===== config.mk =====
export PLATFORM = sky130hd
export DESIGN_NAME = branch_predict_ctrl
export DESIGN_NICKNAME = d
export VERILOG_FILES = /design/src/rtl/branch_predict_ctrl.sv
export SDC_FILE = /design/constraint.sdc
export NUM_CORES = 2
export LEC_CHECK = 0
export CAP_MARGIN = 20
export CELL_PAD_IN_SITES_DETAIL_PLACEMENT = 0
export CELL_PAD_IN_SITES_GLOBAL_PLACEMENT = 1
export CORE_MARGIN = 2
export CORE_UTILIZATION = 45
export CTS_CLUSTER_SIZE = 8
export DETAILED_ROUTE_END_ITERATION = 8
export PLACE_DENSITY_LB_ADDON = 0.1
export SETUP_SLACK_MARGIN = 0.5
export SLEW_MARGIN = 0
export SYNTH_ARGS = -nofsm -noshare
export SYNTH_HDL_FRONTEND = slang
export SYNTH_SLANG_ARGS = --single-unit

===== constraint.sdc =====
create_clock -name clk -period 22.9 [get_ports clk]
set_input_delay 4.58 -clock clk [delete_from_list [all_inputs] [get_ports clk]]
set_output_delay 4.58 -clock clk [all_outputs]
set_load 0.01 [all_outputs]

===== src/rtl/branch_predict_ctrl.sv =====
// ---------------------------------------------------------------------------
// branch_predict_ctrl
//
// Fetch-side branch prediction controller for a 5-stage RV32I pipeline.
//  - Combinational next-PC prediction from the BTB hit/target and a table of
//    2-bit saturating counters (BHT), indexed by PC[BHT_ADDR_LEN+1:2].
//  - Each prediction is carried through IF/ID and ID/EX and checked against
//    the EX-stage outcome. A mispredict redirects fetch and squashes both
//    younger stages.
//  - The BHT is trained at resolution. BTB writes (install or alias
//    eviction) are registered and issued one cycle after resolution.
//
// Optional feature macro: BRANCH_STATS_EN
//   When defined, this adds the stat_branches / stat_mispredicts ports,
//   which are 32-bit wrapping counters.
// ---------------------------------------------------------------------------
module branch_predict_ctrl #(
    parameter int BHT_ADDR_LEN = 8
) (
    input  logic        clk,
    input  logic        rst,

    // IF stage: BTB lookup result and prediction
    input  logic [31:0] if_PC,
    input  logic        if_btb_hit,
    input  logic [31:0] if_btb_target,
    output logic        if_pred_taken,
    output logic [31:0] if_npc,

    // Hazard unit
    input  logic        stall,

    // EX stage resolution
    input  logic        ex_is_branch,
    input  logic        ex_taken,
    input  logic [31:0] ex_target,
    output logic        redirect,
    output logic [31:0] redirect_PC,

    // Registered BTB write port
    output logic        btb_wr_req,
    output logic [31:0] btb_wr_PC,
    output logic [31:0] btb_wr_target,
    output logic        btb_wr_state
`ifdef BRANCH_STATS_EN
    ,
    output logic [31:0] stat_branches,
    output logic [31:0] stat_mispredicts
`endif
);

    localparam int BHT_ENTRIES = 1 << BHT_ADDR_LEN;

    typedef logic [1:0] ctr_t;
    localparam ctr_t CTR_WEAK_NT = 2'b01;
    localparam ctr_t CTR_MAX     = 2'b11;
    localparam ctr_t CTR_MIN     = 2'b00;

    // Prediction record carried down the pipeline with each fetched PC.
    typedef struct packed {
        logic        valid;
        logic [31:0] pc;
        logic        hit;
        logic        pred_taken;
        logic [31:0] pred_target;
    } pipe_rec_t;

    typedef struct packed {
        logic        req;
        logic [31:0] pc;
        logic [31:0] target;
        logic        state;
    } btb_wr_t;

    pipe_rec_t ifid_q, ifid_d;
    pipe_rec_t idex_q, idex_d;
    btb_wr_t   btb_wr_q, btb_wr_d;
    ctr_t      bht_q [BHT_ENTRIES];
    ctr_t      bht_d [BHT_ENTRIES];

    logic [BHT_ADDR_LEN-1:0] if_idx;
    logic [BHT_ADDR_LEN-1:0] ex_idx;
    logic [31:0]             ex_pc_plus4;
    logic                    mispredict;

    // Predict the next fetch PC from the BTB and the current BHT contents.
    // The BHT is read before this cycle's update lands, so an entry that is
    // being trained in this cycle still returns its old counter.
    always_comb begin
        if_idx        = if_PC[BHT_ADDR_LEN+1:2];
        if_pred_taken = if_btb_hit & bht_q[if_idx][1];
        if_npc        = if_pred_taken ? if_btb_target : if_PC + 32'd4;
    end

    // Resolve the EX-stage prediction and form the fetch redirect.
    // NOTE: every combinational output gets a default before any branch of
    // the logic, so no path leaves a signal unassigned and no latch is inferred.
    always_comb begin
        ex_pc_plus4 = idex_q.pc + 32'd4;
        mispredict  = 1'b0;
        redirect_PC = 32'd0;
        if (idex_q.valid) begin
            if (ex_is_branch) begin
                if (ex_taken != idex_q.pred_taken) begin
                    mispredict = 1'b1;
                end else if (ex_taken && idex_q.pred_taken &&
                             (ex_target != idex_q.pred_target)) begin
                    mispredict = 1'b1;
                end
            end else if (idex_q.pred_taken) begin
                // A BTB hit on a non-branch is an alias, and fetch went astray.
                mispredict = 1'b1;
            end
        end
        if (mispredict) begin
            redirect_PC = (ex_is_branch && ex_taken) ? ex_target : ex_pc_plus4;
        end
        redirect = mispredict;
    end

    // Advance the IF/ID and ID/EX records. A redirect squashes both stages
    // and takes priority over a load-use stall.
    always_comb begin
        ifid_d = ifid_q;
        idex_d = ifid_q;
        if (mispredict) begin
            ifid_d = '0;
            idex_d = '0;
        end else if (stall) begin
            ifid_d = ifid_q;
            idex_d = '0;
        end else begin
            ifid_d.valid       = 1'b1;
            ifid_d.pc          = if_PC;
            ifid_d.hit         = if_btb_hit;
            ifid_d.pred_taken  = if_pred_taken;
            ifid_d.pred_target = if_btb_target;
        end
    end

    // Train the 2-bit counter of a resolved branch, saturating at both ends.
    always_comb begin
        bht_d  = bht_q;
        ex_idx = idex_q.pc[BHT_ADDR_LEN+1:2];
        if (idex_q.valid && ex_is_branch) begin
            if (ex_taken) begin
                if (bht_q[ex_idx] != CTR_MAX) begin
                    bht_d[ex_idx] = bht_q[ex_idx] + 2'd1;
                end
            end else begin
                if (bht_q[ex_idx] != CTR_MIN) begin
                    bht_d[ex_idx] = bht_q[ex_idx] - 2'd1;
                end
            end
        end
    end

    // Decide the BTB write for the resolving instruction. It is either an
    // install or retarget of a taken branch, or the eviction of an alias
    // that hit on a non-branch.
    always_comb begin
        btb_wr_d = '0;
        if (idex_q.valid) begin
            if (ex_is_branch && ex_taken &&
                (!idex_q.hit || (idex_q.pred_target != ex_target))) begin
                btb_wr_d.req    = 1'b1;
                btb_wr_d.pc     = idex_q.pc;
                btb_wr_d.target = ex_target;
                btb_wr_d.state  = 1'b1;
            end else if (!ex_is_branch && idex_q.hit) begin
                btb_wr_d.req    = 1'b1;
                btb_wr_d.pc     = idex_q.pc;
                btb_wr_d.target = 32'd0;
                btb_wr_d.state  = 1'b0;
            end
        end
    end

    // Pipeline records and the registered BTB write port.
    // NOTE: state updates use non-blocking assignments so every flop samples
    // the pre-edge value of the others, whatever order the blocks are in.
    always_ff @(posedge clk or posedge rst) begin
        if (rst) begin
            ifid_q   <= '0;
            idex_q   <= '0;
            btb_wr_q <= '0;
        end else begin
            ifid_q   <= ifid_d;
            idex_q   <= idex_d;
            btb_wr_q <= btb_wr_d;
        end
    end

    // Counter table. It restarts weakly not-taken after every reset.
    // NOTE: the table is built from flops rather than a RAM macro, so a full
    // reset loop is legal here and gives the table a known reset state.
    always_ff @(posedge clk or posedge rst) begin
        if (rst) begin
            for (int i = 0; i < BHT_ENTRIES; i++) begin
                bht_q[i] <= CTR_WEAK_NT;
            end
        end else begin
            bht_q <= bht_d;
        end
    end

    assign btb_wr_req    = btb_wr_q.req;
    assign btb_wr_PC     = btb_wr_q.pc;
    assign btb_wr_target = btb_wr_q.target;
    assign btb_wr_state  = btb_wr_q.state;

`ifdef BRANCH_STATS_EN
    logic [31:0] stat_branches_q, stat_branches_d;
    logic [31:0] stat_mispredicts_q, stat_mispredicts_d;

    // Count resolved branches and redirects. Both counters wrap.
    always_comb begin
        stat_branches_d    = stat_branches_q;
        stat_mispredicts_d = stat_mispredicts_q;
        if (idex_q.valid && ex_is_branch) begin
            stat_branches_d = stat_branches_q + 32'd1;
        end
        if (mispredict) begin
            stat_mispredicts_d = stat_mispredicts_q + 32'd1;
        end
    end

    // Statistics registers.
    always_ff @(posedge clk or posedge rst) begin
        if (rst) begin
            stat_branches_q    <= 32'd0;
            stat_mispredicts_q <= 32'd0;
        end else begin
            stat_branches_q    <= stat_branches_d;
            stat_mispredicts_q <= stat_mispredicts_d;
        end
    end

    assign stat_branches    = stat_branches_q;
    assign stat_mispredicts = stat_mispredicts_q;
`endif

endmodule


==> impl_results.md <==
- TritonCTS Sinks: 712
- Pleak: 18.0 nW
- Gr usage total: 28.3%
- Critical path required time: 18.32 ns
- Post-Synthesis Cell Area: 0.0364 sq mm
- HP Class: reg -> reg
- Wire length of the first global-routing pass: 173,000 microns
- Crit path DAT: 9.21 ns
- Hold buffer count at CTS: 0
- DRC: 0
- Unrepaired setup endpoints after global routing: false
- Antenna violations before repair: 9
- CTS tree: built
- PortBufs: 233
- Period utilisation layout: 60.2%
- Worst-Skew Late Latency: 0.65 ns
- Vias per std cell: 5.95
- Crit path launch type: primary input
- Sequential Area: 0.0181 sq mm
- DR vias: 24,700
- Avg WL per Cell: 28.1 microns
- Area of the core: 0.0803 sq mm
- Final TNS setup: 0 ns
- Worst-path fanout max: 48
- Total wire length: 117,000 microns
- Layout Nets: 3,124
- Layout cells sized above 1: 35.8%
- H-tree depth: 3
- DP HPWL: 77,800 microns
- Ys Warns: 0
- Chip width: 288 microns
- Worst-Margin Slew: 1.16 ns
- Final worst slack: 9.11 ns
- Status: finished clean
- FMAX: 72.5 MHz
- Relative slew margins: 22.6%
- Top FF cell, synth: dfrtp_1
- Gpl congestion: 0.851
- Die area: 0.0831 sq mm
- Avg Cell Area, Syn: 12.8 sq um
- Max-slew violations: 0
- VDD IR max: 62.2 uV
- Layout area overhead: 16.6%
- P per Cell Area: 79.0 mW/mm^2
- Number of setup buffers added after CTS: 0
- Post-cts repair resize count: 0
- Clock slew at reported path FFs: 0.05 ns
- Net Count, Synth: 2,940
- Largest net degree at the start of global routing: 173
- Total CTS buffers: 99
- Clock Path Buffers: 3
- Number of synthesized flops with an enable pin: 0
- DRT Pass-1 Iters: 6
- Starting Density: 45.3%
- WS Path Type: in -> out
- Area of the multi-input gates: 0.0171 sq mm
- Vias in the first global route: 25,400
- Skew final: 0.0231 ns
- Critical Path Sink Type: output pin
- Synth Instances: 2,830
- Final critical-path required period: 13.79 ns
- Post-synth cell types: 66
- Congestion Overflow GR: 0
- Final antenna-violating net count: 0
- DP Worst Slack: 9.12 ns
- Post-synthesis sequential area ratio: 49.9%
- Post-synthesis register bit count: 712
- Final-report hold violation count: 0
- Filler cells: 6,781
- Async SR Flop Fraction: 100%
- Starting DRC count in detailed routing: 2,261
- Chip Height: 288 microns
- Final setup vio count: 0
- # rows: 104
- Clock root buffer: clkbuf_16
- # IOs: 234
- Max Cap Violations: 0
cell families (layout without fill, tap and decap cells):
group,Yosys count,after routing,synth area share (%)
other,0,1,0
DFF,712,712,49.9
muxes,770,770,30.6
adders and majority gates,8,8,0.275
and+or+nand+nor,820,820,10.3
xor gates and xnor gates,87,87,2.10
AOI/OAI and AO/OA,197,197,3.40
buffers and inverters,236,491,3.41
cells in the final DEF, fill, tap and decap left out, types with 84 or more instances in the layout:
cell	synthesis	layout
clkbuf_16	0	103
clkdlybuf4s50_1	0	229
dfrtp_1	456	453
dfstp_2	256	256
mux2_2	424	424
mux2i_1	105	105
mux4_2	195	195
nand2_1	194	193
nor2_1	312	311
o21ai_0	84	84
area by class of cell:
type                            count  share of cell area, %
Timing Repair Buffer              299                   6.90
Clock inverter                      3                 0.0443
Tap cell                         1060                   3.13
Multi-Input combinational cell   1882                   40.2
Inverter                           20                  0.186
Sequential cell                   712                   42.8
Antenna cell                        1                0.00590
Clock buffer                      169                   6.69
cell usage after synthesis, types with 3 or more instances:
cell type | count | area (sq um)
nor3_1 | 48 | 240
nand2_1 | 194 | 728
nand3_1 | 49 | 245
clkbuf_1 | 128 | 480
o221ai_1 | 4 | 35.0
nor2b_1 | 8 | 50.1
mux2i_1 | 105 | 1050
a31oi_1 | 24 | 150
buf_4 | 12 | 90.1
and3_1 | 78 | 488
ha_1 | 8 | 100
nand3b_1 | 4 | 30.0
mux4_1 | 19 | 499
a21oi_1 | 14 | 70.1
a211oi_1 | 27 | 203
nor4_1 | 9 | 56.3
xnor2_1 | 31 | 272
or3_1 | 13 | 81.3
a311oi_1 | 3 | 26.3
and2_1 | 69 | 432
o21ai_0 | 84 | 420
a22oi_1 | 5 | 37.5
and4_1 | 3 | 26.3
nand4_1 | 18 | 113
mux4_2 | 195 | 4390
o22ai_1 | 11 | 68.8
mux2_4 | 27 | 405
nand2b_1 | 5 | 31.3
nor2_1 | 312 | 1170
buf_6 | 14 | 158
dfrtp_1 | 456 | 11400
buf_1 | 12 | 45.0
clkbuf_4 | 3 | 22.5
a211o_1 | 3 | 26.3
or2_1 | 3 | 18.8
buf_12 | 8 | 160
buf_2 | 37 | 185
dfstp_2 | 256 | 6730
xor2_1 | 56 | 490
inv_1 | 18 | 67.6
mux2_2 | 424 | 4770
final timing paths:
path | start | endpoint | slack, ns | depth (start not counted)
setup / recovery | if_PC[2] | if_npc[31] | 9.11 | 11
hold / removal | idex_q[35] | btb_wr_PC[1] | 0.49 | 1
setup reg to reg | ex_idx[0] | bht_q[115] | 14.65 | 17
hold reg to reg | idex_q[35] | btb_wr_PC[1] | 0.49 | 1
max in group asynchronous | rst | bht_q[409] | 15.99 | 5
min in group asynchronous | rst | bht_q[319] | 4.30 | 2
per-layer routing:
metal	wire length, microns	GRT usage [%]
met1	50500	39.7
met2	53200	43.3
met3	8190	6.15
met4	4780	10.7
met5	27	0
report_power, final:
part	internal (mW)	total [mW]	switching, mW
combinational	0.198	0.586	0.389
sequential	1.34	1.39	0.0498
clock	0.827	1.37	0.545
through the flow:
stage	total power, mW	hold WS (ns)	utilization [%]	cells	area [sq um]
floorplan	1.75	0.443	-	2830	36400
global placement	1.97	0.452	49.1	3966	39400
detailed placement	1.98	0.470	49.1	3967	39400
CTS	3.37	0.482	52.6	4139	42300
global route	3.48	0.500	52.8	4146	42400
finish	3.35	0.485	52.8	4146	42400
worst max-delay path: stages:
cell and delay [ns]:
buf_4 0.69, buf_4 0.70, mux4_1 0.65, mux2i_1 0.23, o22ai_1 0.12, o311ai_2 0.25, o41ai_1 0.17, a22oi_4 0.20
buf_4 0.53, mux2_2 0.41, clkdlybuf4s50_1 0.48
No activity file was read; power rests on OpenSTA's default activity.
